File: src/rtl/execute_cycle.sv
// execute_cycle: EX stage of the scalar/vector pipeline. Forwarding, a 4-lane
// 32-bit ALU, branch resolve and the EX/MEM register. Vector MUL is built only
// when EXEC_VEC_MUL_EN is defined: one lane per cycle through a single
// multiplier, with StallE holding upstream. Otherwise ALU op 110 yields 0.
// Ports:
//   clk, rst                 clock, sync active-high reset
//   *E control bits          RegWrite/ALUSrc/MemWrite/ResultSrc/Branch/vectorial
//   ALUControlE[2:0]         ALU op
//   RD1_E, RD2_E[127:0]      register operands
//   Imm_Ext_E, PCE, PCPlus4E immediate, PC, PC+4
//   RD_E[5:0]                destination register
//   ForwardAE/BE[1:0]        forwarding selects
//   ResultW[127:0]           writeback result for forwarding
//   PCSrcE, PCTargetE        branch taken / target (combinational)
//   StallE                   multiply in progress, upstream holds
//   *M outputs               registered EX/MEM bundle
module execute_cycle (
  input  logic         clk,
  input  logic         rst,
  input  logic         RegWriteE,
  input  logic         ALUSrcE,
  input  logic         MemWriteE,
  input  logic         ResultSrcE,
  input  logic         BranchE,
  input  logic         vectorialE,
  input  logic [2:0]   ALUControlE,
  input  logic [127:0] RD1_E,
  input  logic [127:0] RD2_E,
  input  logic [31:0]  Imm_Ext_E,
  input  logic [31:0]  PCE,
  input  logic [31:0]  PCPlus4E,
  input  logic [5:0]   RD_E,
  input  logic [1:0]   ForwardAE,
  input  logic [1:0]   ForwardBE,
  input  logic [127:0] ResultW,
  output logic         PCSrcE,
  output logic [31:0]  PCTargetE,
  output logic         StallE,
  output logic         RegWriteM,
  output logic         MemWriteM,
  output logic         ResultSrcM,
  output logic         vectorialM,
  output logic [127:0] ALUResultM,
  output logic [127:0] WriteDataM,
  output logic [5:0]   RD_M,
  output logic [31:0]  PCPlus4M
);

  localparam int LANES = 4;

  typedef struct packed {
    logic         reg_write;
    logic         mem_write;
    logic         result_src;
    logic         vectorial;
    logic [5:0]   rd;
    logic [31:0]  pc_plus4;
    logic [127:0] wd;
  } ctl_t;

  typedef struct packed {
    ctl_t         c;
    logic [127:0] alu;
  } ex_mem_t;

  ex_mem_t      m_q;
  ex_mem_t      m_d;
  ex_mem_t      e_bun;
  logic [127:0] src_a;
  logic [127:0] fwd_b;
  logic [127:0] src_b;
  logic [127:0] imm_v;
  logic [127:0] alu_res;

  function automatic logic [127:0] fwd_sel(
    input logic [1:0]   s,
    input logic [127:0] reg_v,
    input logic [127:0] wb_v,
    input logic [127:0] mem_v
  );
    logic [127:0] r;
    unique case (s)
      2'b01:   r = wb_v;
      2'b10:   r = mem_v;
      default: r = reg_v;
    endcase
    return r;
  endfunction

  // MUL (110) is handled outside this function by the shared multiplier.
  function automatic logic [31:0] alu_lane(
    input logic [2:0]  op,
    input logic [31:0] a,
    input logic [31:0] b
  );
    logic [31:0] r;
    unique case (op)
      3'b000:  r = a + b;
      3'b001:  r = a - b;
      3'b010:  r = a & b;
      3'b011:  r = a | b;
      3'b100:  r = a ^ b;
      3'b101:  r = {31'd0, $signed(a) < $signed(b)};
      3'b111:  r = a << b[4:0];
      default: r = '0;
    endcase
    return r;
  endfunction

  always_comb begin
    imm_v = vectorialE ? {LANES{Imm_Ext_E}} : {96'd0, Imm_Ext_E};
    src_a = fwd_sel(ForwardAE, RD1_E, ResultW, ALUResultM);
    fwd_b = fwd_sel(ForwardBE, RD2_E, ResultW, ALUResultM);
    src_b = ALUSrcE ? imm_v : fwd_b;
  end

  assign PCSrcE    = BranchE & (src_a[31:0] == src_b[31:0]);
  assign PCTargetE = PCE + Imm_Ext_E;

`ifdef EXEC_VEC_MUL_EN
  typedef enum logic {IDLE, MUL} state_t;

  state_t       state;
  logic [1:0]   k;
  logic [127:0] lat_a;
  logic [127:0] lat_b;
  ctl_t         lat_c;
  logic [95:0]  acc;
  logic [31:0]  mul_a;
  logic [31:0]  mul_b;
  logic [31:0]  mul_p;
  logic         accept;
  logic         last;

  // One multiplier: lane 0 of live operands in IDLE, latched lane k in MUL.
  assign mul_a = (state == MUL) ? lat_a[{k, 5'd0} +: 32] : src_a[31:0];
  assign mul_b = (state == MUL) ? lat_b[{k, 5'd0} +: 32] : src_b[31:0];
  assign mul_p = mul_a * mul_b;

  assign accept = (state == IDLE) & vectorialE & (ALUControlE == 3'b110);
  assign last   = (state == MUL) & (k == 2'd3);
  assign StallE = ~rst & (accept | ((state == MUL) & (k != 2'd3)));
`else
  assign StallE = 1'b0;
`endif

  always_comb begin
    alu_res = '0;
    for (int i = 0; i < LANES; i++) begin
      if (vectorialE || i == 0) begin
        alu_res[i*32 +: 32] = alu_lane(ALUControlE,
                                       src_a[i*32 +: 32],
                                       src_b[i*32 +: 32]);
      end
    end
`ifdef EXEC_VEC_MUL_EN
    if (ALUControlE == 3'b110 && !vectorialE) begin
      alu_res[31:0] = mul_p;
    end
`endif
  end

  always_comb begin
    e_bun.c.reg_write  = RegWriteE;
    e_bun.c.mem_write  = MemWriteE;
    e_bun.c.result_src = ResultSrcE;
    e_bun.c.vectorial  = vectorialE;
    e_bun.c.rd         = RD_E;
    e_bun.c.pc_plus4   = PCPlus4E;
    e_bun.c.wd         = fwd_b;
    e_bun.alu          = alu_res;
  end

`ifdef EXEC_VEC_MUL_EN
  // Anything other than a normal IDLE issue or the final MUL lane is a bubble.
  always_comb begin
    m_d = '0;
    unique case (1'b1)
      (state == IDLE) && !accept: m_d = e_bun;
      last: begin
        m_d.c   = lat_c;
        m_d.alu = {mul_p, acc};
      end
      default: m_d = '0;
    endcase
  end

  always_ff @(posedge clk) begin
    if (rst) begin
      state <= IDLE;
      k     <= 2'd0;
      m_q   <= '0;
      lat_a <= '0;
      lat_b <= '0;
      lat_c <= '0;
      acc   <= '0;
    end else begin
      m_q <= m_d;
      unique case (state)
        IDLE: begin
          if (accept) begin
            state <= MUL;
            k     <= 2'd0;
            lat_a <= src_a;
            lat_b <= src_b;
            lat_c <= e_bun.c;
          end
        end
        MUL: begin
          if (k == 2'd3) begin
            state <= IDLE;
            k     <= 2'd0;
          end else begin
            acc[{k, 5'd0} +: 32] <= mul_p;
            k <= k + 2'd1;
          end
        end
      endcase
    end
  end
`else
  assign m_d = e_bun;

  always_ff @(posedge clk) begin
    if (rst) begin
      m_q <= '0;
    end else begin
      m_q <= m_d;
    end
  end
`endif

  assign RegWriteM  = m_q.c.reg_write;
  assign MemWriteM  = m_q.c.mem_write;
  assign ResultSrcM = m_q.c.result_src;
  assign vectorialM = m_q.c.vectorial;
  assign RD_M       = m_q.c.rd;
  assign PCPlus4M   = m_q.c.pc_plus4;
  assign WriteDataM = m_q.c.wd;
  assign ALUResultM = m_q.alu;

endmodule
File: config.mk
export PLATFORM = sky130hd
export DESIGN_NAME = execute_cycle
export DESIGN_NICKNAME = d
export VERILOG_FILES = /design/src/rtl/execute_cycle.sv
export SDC_FILE = /design/constraint.sdc
export NUM_CORES = 2
export LEC_CHECK = 0
export ABC_CLOCK_PERIOD_IN_PS = 15500
export CAP_MARGIN = 10
export CELL_PAD_IN_SITES_DETAIL_PLACEMENT = 2
export CELL_PAD_IN_SITES_GLOBAL_PLACEMENT = 2
export CORE_MARGIN = 2
export CORE_UTILIZATION = 32
export DETAILED_ROUTE_END_ITERATION = 16
export PLACE_DENSITY_LB_ADDON = 0.1
export SLEW_MARGIN = 20
export SYNTH_ARGS = -nofsm -noshare
export SYNTH_HDL_FRONTEND = slang
export SYNTH_SLANG_ARGS = --single-unit
File: constraint.sdc
create_clock -name clk -period 15.5 [get_ports clk]
set_clock_uncertainty 0.15 [all_clocks]
set_input_delay 1.55 -clock clk [delete_from_list [all_inputs] [get_ports clk]]
set_output_delay 1.55 -clock clk [all_outputs]
set_load 0.01 [all_outputs]
==> results.ini <==
[hold_path]
hold_class = flip-flop to flip-flop

[cts]
cts.hold.buffers_added = 0
ctsLongestPathBuffers = 3
clk_pin_slew_ns = 0.06
ctsResizeCount = 0
cts_num_sinks = 298
root_buffer = clkbuf_16
post_cts_buffers = 0
ctsHtreeMaxLevel = 2
cts_made_buffers = 45
clk_latency_ns = 0.67
tritoncts = built

[run]
cap_violations = 0

[sta]
fmax_ghz = 0.106
tns_ns = 0
setup_viol = 0
timing.final.crit_share = 0.611
slew_headroom = 0.186
hold_viol = 0
rsz0062_at_grt = false
period_needed_ns = 9.47
slew_violations = 0
worstMarginPinSlew_ns = 1.22

[synth]
netlist_area_um2 = 40800
yosys_warnings = 0
synth.area.mux_share = 0.0659
synth_compound_area_frac = 0.367
async_reset_ff_frac = 0
netlist_instances = 5909
synth_seq_cells = 298
synth.avg_cell_area_um2 = 6.91
synth-xor-area-share = 0.0195
synth-seq-area-share = 0.146
yosys_most_used_dff = dfxtp_1
synth_top_family_by_area = compound AO/OA/AOI/OAI gates
synthSimpleGateAreaFrac = 0.180
synth_edf_count = 0
synth_fp_nets = 6856
ys_types = 95
yosys.area_share.adder = 0.138

[detailed_routing]
wl_per_cell_um = 35.4
drt-total-wl_mm = 290
vias_per_cell = 6.53
drtIter0Drc = 5933
vias = 53500
ant_nets = 0
drt_first_pass_iters = 8
drcViolationCount = 0

[worst_setup_path]
worst_setup_path_start_kind = primary input
cpPeakStageDelay_ns = 0.86
critPathArrivalTime_ns = 7.77
cp-end-kind = primary output
path_max_fanout = 76
critPathKind = primary input to primary output
cp_data_required_time_ns = 13.80
critPathTopFamily = simple AND/OR/NAND/NOR gates
critical_path.slowest_cell = ha_4
path_cells = clkdlybuf4s50_1, inv_1, ha_4, inv_2, buf_4, o21ai_0, inv_1, ha_1, or4_1, nor4_1, nand3_1, nor4_2, buf_4, clkdlybuf4s50_1
critPathBufInv = 7

[floorplan]
die_w_um = 361
start_util = 0.321
core-area_um2 = 127000
chipHeight_um = 361
die_area_um2 = 130000
std_cell_rows = 131
io_pins = 833

[place]
gp_congestion = 0.995
hpwl_mm = 224
portBuffers = 831

[run_status]
status = completed

[power_and_ir_drop]
power.density_nw_per_um2 = 95.7
ir_drop_mv = 0.0778
power_uw = 5000
leakage_uw = 0.0209

[cells_and_area]
area_delta_synth_final_pct = 28.0
fill_cells = 14900
drive_gt1_frac = 0.0521
nets = 7402

[global_route]
grt.total_usage = 0.423
grt_max_degree = 142
overflow = 0
grt_pass1_wl_mm = 407
grt_pass1_vias = 54200
antenna_found_initial = 43

[registers in the layout (all words and copies together), names as in the netlist]
| name | cells |
|---|---|
| ALUResultM | 128 |
| RD_M | 6 |
| WriteDataM | 128 |
| PCPlus4M | 32 |
| vectorialM | 1 |
| RegWriteM | 1 |
| MemWriteM | 1 |
| ResultSrcM | 1 |
[layer usage]
metal  track usage  routed length [um]  up-vias
li1              -                   -    22700
met1         0.539              118000    27100
met2         0.644              124000     2938
met3         0.103               27900      714
met4         0.254               19100       20
met5             0                 111        -
[cells by family (layout without fill, tap and decap cells)]
kind of cell | count (synthesis) | count (layout)
adders and majority gates | 446 | 446
muxes | 256 | 256
buffers and inverters | 876 | 1456
DFF | 298 | 298
AOI/OAI and AO/OA | 2267 | 2267
xor gates and xnor gates | 91 | 91
other | 1 | 30
and+or+nand+nor | 1674 | 1674
[final timing paths]
kind / depth (start not counted) / endpoint / start / slack, ns
min: 2 / WriteDataM[36] / ALUResultM[36] / 0.51
max: 14 / PCSrcE / ForwardAE[0] / 6.03
min reg2reg: 2 / WriteDataM[36] / ALUResultM[36] / 0.51
max reg2reg: 14 / ALUResultM[31] / ALUResultM[0] / 9.56
[Yosys cell counts (13+ instances only)]
master	instances	area share
a2111oi_0	14	0.0030
a211oi_1	93	0.017
a21o_1	60	0.011
a21oi_1	462	0.057
a221o_1	175	0.043
a221oi_1	49	0.011
a222oi_1	30	0.0074
a22o_1	14	0.0030
a22oi_1	99	0.018
a31oi_1	92	0.014
and2_1	15	0.0023
and3_1	25	0.0038
buf_1	51	0.0047
buf_2	61	0.0075
clkbuf_1	347	0.032
dfxtp_1	298	0.15
ha_1	437	0.13
inv_1	389	0.036
inv_2	19	0.0017
mux2_2	27	0.0074
mux2i_1	216	0.053
nand2_1	521	0.048
nand2b_1	39	0.0060
nand3_1	78	0.0096
nand4_1	21	0.0032
nor2_1	674	0.062
nor2b_1	69	0.011
nor3_1	106	0.013
nor3b_1	13	0.0024
nor4_1	30	0.0046
o211ai_1	95	0.017
o21a_1	54	0.0099
o21ai_0	571	0.070
o21ai_1	110	0.013
o21bai_1	65	0.012
o221ai_1	27	0.0058
o22ai_1	54	0.0083
o31a_1	15	0.0032
o31ai_1	30	0.0055
or3_1	32	0.0049
or4_1	17	0.0031
xnor2_1	75	0.016
xor2_1	16	0.0034
[cell type report]
| cell class | instances | area, um^2 | share of cell area |
|---|---|---|---|
| multi-input combinational | 4735 | 31700 | 0.607 |
| timing repair buffer | 964 | 9360 | 0.179 |
| sequential | 298 | 5970 | 0.114 |
| tap | 1662 | 2080 | 0.0398 |
| inverter | 411 | 1550 | 0.0296 |
| clock buffer | 57 | 1270 | 0.0243 |
| clock inverter | 24 | 246 | 0.00472 |
| antenna | 29 | 72.6 | 0.00139 |
[metrics by stage]
step / util / setup WS [ns] / instances / hold slack (ns) / instance area, um^2
2_1_floorplan: - / 8.70 / 5909 / 0.490 / 40800
3_3_place_gp: 0.399 / 6.05 / 8070 / 0.505 / 50600
3_5_place_dp: 0.399 / 6.20 / 8070 / 0.486 / 50700
4_1_cts: 0.411 / 6.19 / 8151 / 0.501 / 52200
5_1_grt: 0.411 / 5.88 / 8158 / 0.593 / 52200
6_report: 0.411 / 6.03 / 8180 / 0.515 / 52300
[worst reg2reg max path, delay by kind of cell (launching register included)]
family	cells	cell delay (ns)
flops	1	0.67
compound gates	8	3.01
buf+inv	1	0.58
fa+ha+maj	1	0.36
simple gates	4	1.08
[power breakdown]
part	switching (uW)	internal, uW
Clock	485	646
Combinational	1930	1040
Sequential	68.4	833
[cell usage in the layout (no fill, tap or decap), types with 68 or more instances in the layout]
cell             count
a21oi_1            462
nand2_1            513
nand3_1             78
nor3_1             104
nor2_1             668
a31oi_1             92
ha_1               433
dfxtp_1            298
a22oi_1             99
clkdlybuf4s50_1    826
xnor2_1             75
o211ai_1            95
nor2b_1             68
a221o_1            175
o21ai_0            571
buf_4              131
o21ai_1            110
a211oi_1            93
inv_1              387
mux2i_1            216
No activity file was read; power rests on OpenSTA's default activity.
